### src/rtl/led_bar_pwm_pkg.sv
// mcu_led_pkg: shared widths and types for the LED-bar PWM slice.
package mcu_led_pkg;
  localparam int DUTY_W_DEF = 4;
  localparam int CHANNELS_DEF = 8;
  localparam int PWM_MAX = 2**DUTY_W_DEF - 2;
  typedef logic [DUTY_W_DEF-1:0] duty_t;
endpackage

### src/rtl/led_bar_pwm_if.sv
// led_bar_pwm_if: brightness word, enable and LED/period/duty outputs of the PWM block.
interface led_bar_pwm_if
  import mcu_led_pkg::*;
#(
  parameter int CHANNELS = CHANNELS_DEF,
  parameter int DUTY_W = DUTY_W_DEF
);
  logic [CHANNELS*DUTY_W-1:0] data_i;
  logic en_i;
  logic [CHANNELS-1:0] led_o;
  logic period_o;
  logic [CHANNELS*DUTY_W-1:0] duty_o;
  modport master (output data_i, en_i, input led_o, period_o, duty_o);
  modport slave (input data_i, en_i, output led_o, period_o, duty_o);
endinterface

### src/rtl/led_bar_pwm_chan.sv
// led_bar_pwm_chan: one channel's shadow brightness and registered PWM compare.
// LED_BAR_PWM_FADE_EN makes the shadow step by one code per period toward its target.
module led_bar_pwm_chan #(
  parameter int DUTY_W = 4
) (
  input  logic              clk_i,
  input  logic              rst_in,
  input  logic              en,
  input  logic              pe,
  input  logic [DUTY_W-1:0] pwm_cnt,
  input  logic [DUTY_W-1:0] data,
  output logic              led,
  output logic [DUTY_W-1:0] duty
);
  logic [DUTY_W-1:0] shadow, shadow_nxt;
  always_comb begin
`ifdef LED_BAR_PWM_FADE_EN
    shadow_nxt = !en ? data : !pe ? shadow :
                 shadow < data ? shadow + 1'b1 : shadow > data ? shadow - 1'b1 : shadow;
`else
    shadow_nxt = (!en || pe) ? data : shadow;
`endif
  end
  always_ff @(posedge clk_i or negedge rst_in) begin
    if (!rst_in) begin
      shadow <= '0;
      led <= 1'b0;
    end else begin
      shadow <= shadow_nxt;
      led <= en && (pwm_cnt < shadow);
    end
  end
  assign duty = shadow;
endmodule

### src/rtl/led_bar_pwm.sv
// led_bar_pwm: prescaled PWM driver for the LED bar, shadow loaded at period ends.
// Optional LED_BAR_PWM_FADE_EN: brightness fades one code per period instead of jumping.
module led_bar_pwm
  import mcu_led_pkg::*;
#(
  parameter int CHANNELS = CHANNELS_DEF,
  parameter int DUTY_W = DUTY_W_DEF,
  parameter int PRESC = 16
) (
  input logic clk_i,
  input logic rst_in,
  led_bar_pwm_if.slave bus
);
  localparam int PW = PRESC > 1 ? $clog2(PRESC) : 1;
  localparam logic [PW-1:0] PRESC_LAST = PW'(PRESC - 1);
  localparam logic [DUTY_W-1:0] CNT_LAST = DUTY_W'(2**DUTY_W - 2);
  logic [PW-1:0] presc_cnt;
  logic [DUTY_W-1:0] pwm_cnt;
  logic tick, pe, period;
  logic [CHANNELS-1:0] led;
  logic [CHANNELS*DUTY_W-1:0] duty;
  assign tick = bus.en_i && presc_cnt == PRESC_LAST;
  assign pe = tick && pwm_cnt == CNT_LAST;
  // counters sit at zero while disabled so re-enable starts a fresh period
  always_ff @(posedge clk_i or negedge rst_in) begin
    if (!rst_in) begin
      presc_cnt <= '0;
      pwm_cnt <= '0;
      period <= 1'b0;
    end else begin
      presc_cnt <= (!bus.en_i || tick) ? '0 : presc_cnt + 1'b1;
      pwm_cnt <= (!bus.en_i || pe) ? '0 : tick ? pwm_cnt + 1'b1 : pwm_cnt;
      period <= pe;
    end
  end
  for (genvar i = 0; i < CHANNELS; i++) begin : g_chan
    led_bar_pwm_chan #(.DUTY_W(DUTY_W)) u_chan (
      .clk_i   (clk_i),
      .rst_in  (rst_in),
      .en      (bus.en_i),
      .pe      (pe),
      .pwm_cnt (pwm_cnt),
      .data    (bus.data_i[i*DUTY_W +: DUTY_W]),
      .led     (led[i]),
      .duty    (duty[i*DUTY_W +: DUTY_W])
    );
  end
  assign bus.led_o = led;
  assign bus.period_o = period;
  assign bus.duty_o = duty;
endmodule

### src/flat_wrapper.sv
// flat-port wrapper written by rule: the top's interface ports become plain ports
module led_bar_pwm_flat import mcu_led_pkg::*;
#(
  parameter int CHANNELS = CHANNELS_DEF,
  parameter int DUTY_W = DUTY_W_DEF,
  parameter int PRESC = 16
)
  (clk_i, rst_in, bus_data_i, bus_en_i, bus_led_o, bus_period_o, bus_duty_o);
  led_bar_pwm_if #(.CHANNELS(CHANNELS), .DUTY_W(DUTY_W)) bus_i ();
  input logic clk_i;
  input logic rst_in;
  input wire logic [$bits(bus_i.data_i)-1:0] bus_data_i;
  input wire logic [$bits(bus_i.en_i)-1:0] bus_en_i;
  output wire logic [$bits(bus_i.led_o)-1:0] bus_led_o;
  output wire logic [$bits(bus_i.period_o)-1:0] bus_period_o;
  output wire logic [$bits(bus_i.duty_o)-1:0] bus_duty_o;
  assign bus_i.data_i = bus_data_i;
  assign bus_i.en_i = bus_en_i;
  assign bus_led_o = bus_i.led_o;
  assign bus_period_o = bus_i.period_o;
  assign bus_duty_o = bus_i.duty_o;
  led_bar_pwm #(.CHANNELS(CHANNELS), .DUTY_W(DUTY_W), .PRESC(PRESC)) u_core (.clk_i(clk_i), .rst_in(rst_in), .bus(bus_i));
endmodule
### config.mk
export PLATFORM = sky130hd
export DESIGN_NAME = led_bar_pwm_flat
export DESIGN_NICKNAME = d
export VERILOG_FILES = /design/src/rtl/led_bar_pwm_pkg.sv /design/src/rtl/led_bar_pwm_if.sv /design/src/rtl/led_bar_pwm_chan.sv /design/src/rtl/led_bar_pwm.sv /design/src/flat_wrapper.sv
export SDC_FILE = /design/constraint.sdc
export NUM_CORES = 1
export LEC_CHECK = 0
export CORE_MARGIN = 1.5
export CORE_UTILIZATION = 40
export CTS_BUF_LIST = sky130_fd_sc_hd__clkbuf_8 sky130_fd_sc_hd__clkbuf_16
export CTS_CLUSTER_DIAMETER = 150
export DETAILED_ROUTE_END_ITERATION = 10
export PLACE_DENSITY = 0.82
export SLEW_MARGIN = 25
export SYNTH_ARGS = -nofsm -noshare
export SYNTH_HDL_FRONTEND = slang
export SYNTH_SLANG_ARGS = --single-unit
### constraint.sdc
create_clock -name clk_i -period 1.9 [get_ports clk_i]
set_input_delay 0.19 -clock clk_i [delete_from_list [all_inputs] [get_ports clk_i]]
set_output_delay 0.19 -clock clk_i [all_outputs]
set_load 0.01 [all_outputs]
==> results.sh, run 1 <==
export IMPL_crit_type="register to register"
export IMPL_post_cts_buffers=0
export IMPL_die_area_um2=6810
export IMPL_r2r_slack_ns=0.25
export IMPL_syn_num_nets=308
export IMPL_die_x_um=82.6
export IMPL_cap_violations=0
export IMPL_slew_headroom_pct=82.1
export IMPL_syn_to_final_growth_pct=35.9
export IMPL_worstSetupStartpoint="u_core.presc_cnt[0]"
export IMPL_yosys_top_cells_area="dfrtp_1, ha_1, o21ai_0"
export IMPL_place_area_um2=3340
export IMPL_fin_skew_ns=0.00764
export IMPL_cp_required_ns=2.09
export IMPL_core_um2=6030
export IMPL_cts_tree="built"
export IMPL_layout_common_cells="clkdlybuf4s50_1, dfrtp_1, inv_1"
export IMPL_grt_usage_pct=17.1
export IMPL_clock_fmax_mhz=607
export IMPL_cts_sinks=49
export IMPL_fp_dieH_um=82.6
export IMPL_synth_area_um2=2530
export IMPL_crit_end="u_core.g_chan[3].u_chan.duty[0]"
export IMPL_antenna_found_initial=0
export IMPL_ys_seq_area_share_pct=48.4
export IMPL_row_count=28
export IMPL_clockBufferDepth=2
export IMPL_grt_pass1_vias=1921
export IMPL_ioPinCount=76
export IMPL_drc_errors=0
export IMPL_overflow=0
export IMPL_arrival_ns=1.83
export IMPL_port_buffers=75
export IMPL_initial_core_util_pct=42.0
export IMPL_final_common_cell="clkdlybuf4s50_1"
export IMPL_syn_avg_cell_area_um2=10.3
export IMPL_rsz0062_at_grt="false"
export IMPL_status="complete, no violations"
export IMPL_antenna_diode_count=0
export IMPL_synth_cell_type_count=27
export IMPL_place_gp_congestion=0.764
export IMPL_cts_clk_slew_worst_paths_ns=0.09
export IMPL_hold_class="input pin to asynchronous set/reset pin"
export IMPL_layout_drive_gt1_share_pct=8.10
export IMPL_ir_worst_vdd_v=0.000340
export IMPL_ys_ff_latch=49
export IMPL_final_setup_tns_ns=0
export IMPL_fin_nets=383
export IMPL_first_pass_iters=4
export IMPL_cts_made_buffers=5
export IMPL_r2r_end="u_core.g_chan[3].u_chan.duty[0]"
export IMPL_cts_max_level=2
export IMPL_cp_max_fo=30
export IMPL_clock_latency_ns=0.30
export IMPL_dp_hpwl_um=3850
export IMPL_detail_route_iter0_violations=94
export IMPL_ant_nets=0
export IMPL_dr_total_vias=1907
export IMPL_finalHoldViolations=0
export IMPL_startpoint_type="register"
export IMPL_viasPerCell=4.82
export IMPL_post_route_period_util_pct=86.7
export IMPL_finish_instance_area_um2=3440
export IMPL_yosys_warnings=0
export IMPL_grt_pass1_wl_um=8770
export IMPL_finalMaxSlewViolations=0
export IMPL_drt_total_wl_um=5380
export IMPL_cts_root_buf="clkbuf_8"
export IMPL_synth_top_cell_area_share_pct=48.4
export IMPL_worstSetupEndpointType="register"
export IMPL_ff2ff_path_depth=5
export IMPL_wl_per_cell_um=13.6
export IMPL_period_needed_ns=1.65
export IMPL_tightest_slew_ns=0.268
export IMPL_grt_max_degree=50
export IMPL_leakagePower_uw=0.00173
export IMPL_hold_buffers=1
export IMPL_cellPowerDensity_nw_per_um2=663
export IMPL_yosys_area_top_type="dfrtp_1"
export IMPL_syn_inst=246
export IMPL_cts_resized=0
export IMPL_regToRegStartpoint="u_core.presc_cnt[0]"
export IMPL_finalSetupViolCount=0
==> through the flow <==
step | hold slack, ns | worst slack (ns) | utilization (%) | std cells | total power (µW)
after floorplan | -0.106 | 0.278 | - | 246 | 1410
after detailed placement | 0.201 | 0.157 | 55.5 | 388 | 1690
final | 0.405 | 0.252 | 57.1 | 396 | 2280
after global routing | 0.436 | 0.154 | 57.1 | 396 | 2410
after CTS | 0.417 | 0.252 | 57.1 | 396 | 2300
after global placement | 0.198 | 0.196 | 55.5 | 388 | 1680
==> cell families after synthesis <==
family          after synthesis  share of synthesized area [%]
flops                        49                           48.4
fa+ha+maj                    27                           13.3
xor+xnor                      1                          0.346
compound gates               58                           13.5
simple gates                 58                           11.5
mux                           8                           3.56
buf+inv                      45                           9.34
==> cell type report <==
| type | count | area, µm² |
|---|---|---|
| Fill cell | 528 | 2590 |
| Multi-Input combinational cell | 152 | 1080 |
| Inverter | 27 | 101 |
| Clock inverter | 1 | 3.75 |
| Sequential cell | 49 | 1230 |
| Clock buffer | 6 | 82.6 |
| Timing Repair Buffer | 86 | 856 |
| Tap cell | 75 | 93.8 |
==> critical path, cell delays in order (launching register included) <==
cell,delay [ns]
dfrtp_1,0.41
ha_1,0.22
nand3_1,0.15
o21ai_4,0.21
buf_12,0.19
mux2_2,0.35
==> cell usage after synthesis <==
| cell | count |
|---|---|
| a21o_1 | 16 |
| a21oi_1 | 11 |
| and2_1 | 3 |
| and3_1 | 1 |
| and4_1 | 1 |
| buf_2 | 3 |
| buf_4 | 11 |
| buf_6 | 3 |
| clkbuf_1 | 1 |
| dfrtp_1 | 49 |
| ha_1 | 27 |
| inv_1 | 27 |
| mux2_2 | 8 |
| nand2_1 | 25 |
| nand2b_1 | 16 |
| nand3_1 | 3 |
| nand3b_1 | 1 |
| nand4_1 | 1 |
| nor2_1 | 3 |
| nor2b_1 | 2 |
| nor3_1 | 2 |
| o211ai_1 | 1 |
| o21ai_0 | 26 |
| o21ai_1 | 2 |
| o21ai_2 | 1 |
| o311a_1 | 1 |
| xor2_1 | 1 |
==> layer usage <==
layer	vias up	track usage (%)	share of wire [%]
met2	60	29.8	47
met1	891	20.4	44
li1	951	-	-
met5	-	0	0
met4	0	5.33	1.3
met3	5	4.73	7.7
==> power by group <==
group / internal [µW] / switching, µW / leakage [µW]
logic: 288 / 206 / 0.00108
clock network: 284 / 329 / 0.0000485
registers: 1120 / 48.2 / 0.000604
total: 1700 / 583 / 0.00173
==> flip-flops by register name, summed over array words and instances (netlist names) <==
| signal | count |
|---|---|
| u_core.bus.period_o | 1 |
| u_core.g_chan.u_chan.led | 8 |
| u_core.presc_cnt | 4 |
| u_core.g_chan.u_chan.duty | 32 |
| u_core.pwm_cnt | 4 |
==> worst min path at each step <==
stage          startpoint                         endpoint  slack [ns]  depth (start not counted)
6_report           rst_in  u_core.g_chan[4].u_chan.duty[3]        0.41                          3
5_1_grt            rst_in  u_core.g_chan[3].u_chan.duty[1]        0.44                          3
4_1_cts            rst_in  u_core.g_chan[4].u_chan.duty[3]        0.42                          3
3_5_place_dp       rst_in  u_core.g_chan[3].u_chan.duty[2]        0.20                          2
3_3_place_gp       rst_in  u_core.g_chan[3].u_chan.duty[2]        0.20                          2
2_1_floorplan      rst_in              u_core.bus.period_o       -0.11                          0
Power figures use the tool's default switching activity.
==> run 2, diff against run 1 <==
Settings changed: ABC_CLOCK_PERIOD_IN_PS set to 1900.
==> results of run 2 <==
No change in the layout: final DEF, timing and power equal those of run 1.
